<file path="src/rtl/gen_mod_sched.sv">
// gen_mod_sched -- parameter scheduler for the harmonic modulation generator.
//
// Holds shadow copies of the harmonic period divider (hp) and phase. It applies
// them atomically on the generator's period-wrap trigger, so the reference
// waveforms never change mid-cycle. It also runs an hp sweep engine that steps
// hp toward a target every N generator periods.
//
// Ports:
//   clk, rst            clock, asynchronous active-low reset
//   harmonic_trig       one-cycle pulse at each generator period wrap
//   cfg_hp/cfg_phase    requested hp / phase
//   cfg_wr, cfg_imm     write strobe; cfg_imm applies without waiting for a trigger
//   sweep_start/stop    start a sweep from the current hp / abort it
//   sweep_hp_end        final hp of the sweep
//   sweep_step          hp increment per step (unsigned magnitude)
//   sweep_dwell         generator periods per step (0 behaves as 1)
//   hp, phase           values driven to the generator
//   apply_strb          pulse in the cycle hp or phase updates
//   pending             shadow holds values not yet applied
//   sweeping            a sweep is active
//   sweep_done          pulse when the sweep reaches sweep_hp_end
//   gen_sync            (only with GEN_MOD_SCHED_RESYNC_EN) pulse with apply_strb
//                       whenever phase changes; restarts the generator counters
//
// Optional feature macro: GEN_MOD_SCHED_RESYNC_EN

module gen_mod_sched #(
  parameter int unsigned HPW = 14,
  parameter int unsigned PHW = 12,
  parameter int unsigned DWW = 16
) (
  input  logic           clk,
  input  logic           rst,
  input  logic           harmonic_trig,
  input  logic [HPW-1:0] cfg_hp,
  input  logic [PHW-1:0] cfg_phase,
  input  logic           cfg_wr,
  input  logic           cfg_imm,
  input  logic           sweep_start,
  input  logic           sweep_stop,
  input  logic [HPW-1:0] sweep_hp_end,
  input  logic [HPW-1:0] sweep_step,
  input  logic [DWW-1:0] sweep_dwell,
  output logic [HPW-1:0] hp,
  output logic [PHW-1:0] phase,
  output logic           apply_strb,
  output logic           pending,
  output logic           sweeping,
  output logic           sweep_done
`ifdef GEN_MOD_SCHED_RESYNC_EN
  ,
  output logic           gen_sync
`endif
);

  typedef enum logic [1:0] {
    IDLE  = 2'd0,
    PEND  = 2'd1,
    SWEEP = 2'd2
  } state_t;

  state_t         state_q, state_d;
  logic [HPW-1:0] hp_q, hp_d;
  logic [PHW-1:0] phase_q, phase_d;
  logic [HPW-1:0] sh_hp_q, sh_hp_d;
  logic [PHW-1:0] sh_phase_q, sh_phase_d;
  logic [DWW-1:0] dwell_q, dwell_d;
  logic           pending_q, pending_d;
  logic           sweeping_q, sweeping_d;
  logic           apply_q, apply_d;
  logic           done_q, done_d;

  // Dwell expiry: count after this trigger against max(sweep_dwell,1).
  // The >= compare ends a dwell promptly if sweep_dwell is lowered mid-sweep.
  logic [DWW:0] dwell_cnt, dwell_lim;
  logic         dwell_exp;

  assign dwell_cnt = {1'b0, dwell_q} + (DWW+1)'(1);
  assign dwell_lim = (sweep_dwell == '0) ? (DWW+1)'(1) : {1'b0, sweep_dwell};
  assign dwell_exp = (dwell_cnt >= dwell_lim);

  // Step toward sweep_hp_end at HPW+1 bits; clamp on overshoot or underflow.
  logic [HPW:0]   hp_w, end_w, step_w, up_sum, dn_diff;
  logic [HPW-1:0] hp_step;

  assign hp_w    = {1'b0, hp_q};
  assign end_w   = {1'b0, sweep_hp_end};
  assign step_w  = {1'b0, sweep_step};
  assign up_sum  = hp_w + step_w;
  assign dn_diff = hp_w - step_w;

  always_comb begin
    hp_step = sweep_hp_end;
    if (end_w > hp_w) begin
      if (up_sum <= end_w) hp_step = up_sum[HPW-1:0];
    end else begin
      if ((step_w <= hp_w) && (dn_diff >= end_w)) hp_step = dn_diff[HPW-1:0];
    end
  end

  always_comb begin
    state_d    = state_q;
    hp_d       = hp_q;
    phase_d    = phase_q;
    sh_hp_d    = sh_hp_q;
    sh_phase_d = sh_phase_q;
    dwell_d    = dwell_q;
    pending_d  = pending_q;
    sweeping_d = sweeping_q;
    apply_d    = 1'b0;
    done_d     = 1'b0;

    unique case (state_q)
      IDLE: begin
        if (cfg_wr) begin
          if (cfg_imm) begin
            hp_d    = cfg_hp;
            phase_d = cfg_phase;
            apply_d = 1'b1;
          end else begin
            sh_hp_d    = cfg_hp;
            sh_phase_d = cfg_phase;
            pending_d  = 1'b1;
            state_d    = PEND;
          end
        end else if (sweep_start) begin
          dwell_d    = '0;
          sweeping_d = 1'b1;
          state_d    = SWEEP;
        end
      end

      PEND: begin
        if (cfg_wr && (cfg_imm || harmonic_trig)) begin
          // A write coinciding with the trigger bypasses the shadow.
          hp_d      = cfg_hp;
          phase_d   = cfg_phase;
          apply_d   = 1'b1;
          pending_d = 1'b0;
          state_d   = IDLE;
        end else if (cfg_wr) begin
          sh_hp_d    = cfg_hp;
          sh_phase_d = cfg_phase;
        end else if (harmonic_trig) begin
          hp_d      = sh_hp_q;
          phase_d   = sh_phase_q;
          apply_d   = 1'b1;
          pending_d = 1'b0;
          state_d   = IDLE;
        end
      end

      SWEEP: begin
        if (cfg_wr) begin
          sh_hp_d    = cfg_hp;
          sh_phase_d = cfg_phase;
          pending_d  = 1'b1;
        end
        if (sweep_stop) begin
          sweeping_d = 1'b0;
          state_d    = pending_d ? PEND : IDLE;
        end else if (harmonic_trig) begin
          if (dwell_exp) begin
            dwell_d = '0;
            // A zero step can never reach the end; finish instead of hanging.
            if ((hp_q == sweep_hp_end) || (sweep_step == '0)) begin
              done_d     = 1'b1;
              sweeping_d = 1'b0;
              state_d    = pending_d ? PEND : IDLE;
            end else begin
              hp_d    = hp_step;
              apply_d = 1'b1;
            end
          end else begin
            dwell_d = dwell_cnt[DWW-1:0];
          end
        end
      end

      default: begin
        state_d = IDLE;
      end
    endcase
  end

  always_ff @(posedge clk or negedge rst) begin
    if (!rst) begin
      state_q    <= IDLE;
      hp_q       <= '0;
      phase_q    <= '0;
      sh_hp_q    <= '0;
      sh_phase_q <= '0;
      dwell_q    <= '0;
      pending_q  <= 1'b0;
      sweeping_q <= 1'b0;
      apply_q    <= 1'b0;
      done_q     <= 1'b0;
    end else begin
      state_q    <= state_d;
      hp_q       <= hp_d;
      phase_q    <= phase_d;
      sh_hp_q    <= sh_hp_d;
      sh_phase_q <= sh_phase_d;
      dwell_q    <= dwell_d;
      pending_q  <= pending_d;
      sweeping_q <= sweeping_d;
      apply_q    <= apply_d;
      done_q     <= done_d;
    end
  end

  assign hp         = hp_q;
  assign phase      = phase_q;
  assign apply_strb = apply_q;
  assign pending    = pending_q;
  assign sweeping   = sweeping_q;
  assign sweep_done = done_q;

`ifdef GEN_MOD_SCHED_RESYNC_EN
  logic sync_q;

  always_ff @(posedge clk or negedge rst) begin
    if (!rst) begin
      sync_q <= 1'b0;
    end else begin
      sync_q <= apply_d && (phase_d != phase_q);
    end
  end

  assign gen_sync = sync_q;
`endif

endmodule

</file>
<file path="config.mk">
export PLATFORM = sky130hd
export DESIGN_NAME = gen_mod_sched
export DESIGN_NICKNAME = d
export VERILOG_FILES = /design/src/rtl/gen_mod_sched.sv
export SDC_FILE = /design/constraint.sdc
export NUM_CORES = 1
export LEC_CHECK = 0
export CAP_MARGIN = 10
export CORE_ASPECT_RATIO = 2
export CORE_MARGIN = 2
export CORE_UTILIZATION = 45
export CTS_CLUSTER_SIZE = 16
export DETAILED_ROUTE_END_ITERATION = 12
export DONT_BUFFER_PORTS = 1
export PLACE_DENSITY_LB_ADDON = 0.1
export SETUP_SLACK_MARGIN = 0.5
export SYNTH_ARGS = -nofsm -noshare
export SYNTH_HDL_FRONTEND = slang
export SYNTH_SLANG_ARGS = --single-unit
export TNS_END_PERCENT = 20
</file>
<file path="constraint.sdc">
create_clock -name clk -period 10.9 [get_ports clk]
set_input_delay 1.635 -clock clk [delete_from_list [all_inputs] [get_ports clk]]
set_output_delay 1.635 -clock clk [all_outputs]
set_load 0.01 [all_outputs]
</file>
==> results.cfg <==
[placement]
gp_congestion = 0.9256
dpl.hpwl_mm = 16.49
port-buffer-count = 0

[routing]
count_of_nets_left_with_antenna_violations_after_detail_routing = 0
vias_per_cell = 5.973
drt-total-wl_mm = 21.07
post_drt_wl_per_cell_um = 20.12
remaining_drc_errors = 0
dr.first_iter.drc_count = 402
detail_route.first_pass.iterations = 5
routed-via-count = 6254

[worst_setup_path]
worstPathCellList = inv_1 -> ha_1 -> nand2b_1 -> a221oi_1 -> o211ai_1 -> a31o_2 -> a211o_1 -> ha_1 -> a21oi_1 -> nand2_1 -> o41ai_2 -> and3_4 -> mux2_4 -> a222oi_1 -> a31oi_1
timing.rr.start = hp[0]
worstSetupStartpointType = input port
worstRegToRegCells = 16
critPathRequiredTime_ns = 11.08
timing.reg2reg.setup_slack_ns = 5.92
timing.critical_path.slowest_cell_delay_ns = 0.48
worstPathMaxFanout = 11
cp-end-kind = flop
slowest_stage_cell_on_the_critical_path = sky130_fd_sc_hd__a221oi_1
crit-reg2reg-capture = hp[3]
critPathArrivalTime_ns = 5.75
critPathKind = input port to flop
timing.critical_path.mode_cell = sky130_fd_sc_hd__ha_1

[yosys]
syn_area_per_cell_um2 = 8.479
synth_nets = 1034
synth.distinct_cells = 84
post_synth_main_area_contributors = sky130_fd_sc_hd__dfrtp_1 25%, sky130_fd_sc_hd__ha_1 16%, sky130_fd_sc_hd__mux2_2 5.2%, sky130_fd_sc_hd__inv_1 4.4%, sky130_fd_sc_hd__nand2_1 4.3%
syn_area_mm2 = 0.007326
synth_area_leader = sky130_fd_sc_hd__dfrtp_1
async_set_or_reset_flop_fraction_in_the_synthesized_netlist = 1.000
synth.yosys.warnings = 0
synth_ff_type = sky130_fd_sc_hd__dfrtp_1
synth.ff_latch_count = 74
synthCells = 864
synth.top_cell.area_share = 0.2528
ys_seq_area_frac = 0.2528
synth-edff-count = 0

[timing]
timing_max_transition_violations_final = 0
final.min_clock_period_ns = 5.572
max_clock_freq_ghz = 0.1795
finalSetupViolations = 0
fin_hold_ws_ns = 0.4955
relSlewSlack = 0.2504
tightest_slew_ns = 1.124
layout_worst_path_cycle_share = 0.5112
skew_ns = 0.009241
finalHoldViolations = 0
rsz0062_at_grt = no
fin_setup_tns_ns = 0

[floorplan]
io_pins = 107
std_cell_rows = 66
coreArea_mm2 = 0.01610
dieWidth_um = 94.22
die_area_mm2 = 0.01738
die_y_um = 184.4
floorplan.initialDensity = 0.4549

[cts]
ctsHtreeMaxLevel = 3
cts_resized = 0
cts.path.max_buffers = 2
hold_buffers = 0
cts_buffers = 9
path_clk_slew_ns = 0.06
cts.root.buffer_cell = sky130_fd_sc_hd__clkbuf_16
tritoncts_num_sinks = 74
cts_tree = built
postCtsSetupRepairBufs = 0
clk_latency_ns = 0.34

[finish]
finalCoreUtilization = 0.4798
n_fill_cell = 1604
layout.nets = 1008
syn_to_final_growth_pct = 5.465
antenna-diode-count = 0
final_layout_size_suffix_gt1_frac = 0.1056

[global_route]
grt_max_degree = 75
wire_length_of_the_first_global_routing_pass_mm = 33.20
grt_pass1_vias = 6012
grt_remaining_overflow = 0
antenna_found_initial = 0
gr-usage-all-layers = 0.2480

[power]
fin_total_pwr_uw = 2512
power-per-cell-area_mw_per_mm2 = 325.1
power.ir.vdd_worst_mv = 0.1571
p_leak_uw = 0.003519

[job]
max_cap_violations = 0

[min_path]
timing.hold.worst.class = flop to flop
min_delay_path_depth = 2
timing.hold.worst.start = dwell_q[5]
whs_endpoint = dwell_q[5]

[outcome]
run_status = completed
-- how the worst max path moves through the flow --
stage,slack [ns],cells after the start,startpoint,endpoint
floorplan,5.40,18,sweep_step[0],hp[10]
global placement,5.13,16,sweep_step[3],hp[4]
detailed placement,5.03,17,sweep_step[0],hp[3]
CTS,5.37,17,sweep_step[0],hp[2]
global route,4.99,16,sweep_step[7],hp[8]
finish,5.33,15,sweep_step[1],hp[2]
-- layout by cell type, fill, tap and decap left out, types with 4 or more instances in the layout --
master | netlist | layout
sky130_fd_sc_hd__ha_1 | 91 | 91
sky130_fd_sc_hd__inv_1 | 85 | 85
sky130_fd_sc_hd__nand2_1 | 83 | 83
sky130_fd_sc_hd__dfrtp_1 | 74 | 74
sky130_fd_sc_hd__nor2_1 | 70 | 70
sky130_fd_sc_hd__o21ai_0 | 38 | 38
sky130_fd_sc_hd__a21oi_1 | 37 | 36
sky130_fd_sc_hd__mux2_2 | 34 | 34
sky130_fd_sc_hd__a31oi_1 | 27 | 27
sky130_fd_sc_hd__xnor2_1 | 27 | 27
sky130_fd_sc_hd__nand3_1 | 27 | 27
sky130_fd_sc_hd__nand2b_1 | 20 | 20
sky130_fd_sc_hd__nand4_1 | 18 | 18
sky130_fd_sc_hd__nor3_1 | 11 | 11
sky130_fd_sc_hd__nor2b_1 | 10 | 10
sky130_fd_sc_hd__o211ai_1 | 10 | 10
sky130_fd_sc_hd__a211o_1 | 10 | 10
sky130_fd_sc_hd__clkbuf_16 | 0 | 9
sky130_fd_sc_hd__a21o_1 | 8 | 8
sky130_fd_sc_hd__o31ai_1 | 7 | 7
sky130_fd_sc_hd__xor2_1 | 7 | 7
sky130_fd_sc_hd__nor4_1 | 7 | 7
sky130_fd_sc_hd__mux2_4 | 7 | 7
sky130_fd_sc_hd__a222oi_1 | 7 | 7
sky130_fd_sc_hd__and3_1 | 5 | 5
sky130_fd_sc_hd__a211oi_1 | 5 | 5
sky130_fd_sc_hd__o21a_1 | 5 | 5
sky130_fd_sc_hd__o311ai_0 | 4 | 4
sky130_fd_sc_hd__and2_1 | 4 | 4
-- flip-flops by register name (all words and copies together) (netlist names) --
register    count
apply_strb      1
dwell_q        16
hp             14
pending         1
phase          12
sh_hp_q        14
sh_phase_q     12
state_q         2
sweep_done      1
sweeping        1
-- logic make-up after synthesis --
| kind of cell | after synthesis | share of synthesized area |
|---|---|---|
| buf+inv | 127 | 0.07242 |
| simple gates | 278 | 0.1875 |
| flops | 74 | 0.2528 |
| fa+ha+maj | 93 | 0.1609 |
| compound gates | 211 | 0.2104 |
| mux | 47 | 0.07532 |
| xor+xnor | 34 | 0.04065 |
-- synthesized netlist by cell type, types with 8 or more instances --
library cell                n
sky130_fd_sc_hd__xnor2_1   27
sky130_fd_sc_hd__nand2_1   83
sky130_fd_sc_hd__clkbuf_1  20
sky130_fd_sc_hd__a31oi_1   27
sky130_fd_sc_hd__nor2b_1   10
sky130_fd_sc_hd__ha_1      91
sky130_fd_sc_hd__nand4_1   18
sky130_fd_sc_hd__mux2_2    34
sky130_fd_sc_hd__nor3_1    11
sky130_fd_sc_hd__nor2_1    70
sky130_fd_sc_hd__nand3_1   27
sky130_fd_sc_hd__o211ai_1  10
sky130_fd_sc_hd__nand2b_1  20
sky130_fd_sc_hd__buf_2      9
sky130_fd_sc_hd__a211o_1   10
sky130_fd_sc_hd__a21o_1     8
sky130_fd_sc_hd__inv_1     85
sky130_fd_sc_hd__dfrtp_1   74
sky130_fd_sc_hd__a21oi_1   37
sky130_fd_sc_hd__o21ai_0   38
-- report_power, final --
part	switching [uW]	internal [uW]	total, uW
sequential	133	388	522
combinational	970	690	1660
clock	128	203	330
total	1230	1280	2510
-- layout make-up --
cell class,count,area [um2],share of cell area
inverter,88,330.3,0.04275
clock inverter,7,101.3,0.01312
sequential,74,1852,0.2397
timing repair buffer,2,15.01,0.001943
clock buffer,9,225.2,0.02915
multi-input combinational,663,4947,0.6403
tap,204,255.2,0.03304
-- metal layers --
metal  GRT usage  part of all wire  up-vias  wire (um)
met5           0                 0        -          0
met4     0.09043             0.030        0        629
met3     0.06337             0.073       36       1530
met2      0.3900              0.46      185       9765
met1      0.3270              0.43     2955       9145
li1            -                 -     3078          -
-- critical path, delay by kind of cell --
family                   cells  cell delay, ns
AND/OR/NAND/NOR              3            0.70
AO/OA/AOI/OAI                8            2.39
adder cells (fa/ha/maj)      2            0.64
buffers and inverters        1            0.05
multiplexers                 1            0.33
-- metrics by stage --
stage	instance area, um2	cells	worst slack (ns)
after CTS	7726	1047	5.370
after global placement	7400	1031	5.129
after detailed placement	7400	1031	5.029
final	7726	1047	5.328
after global routing	7726	1047	4.993
after floorplan	7326	864	5.402
(Power assumes the default switching activity.)
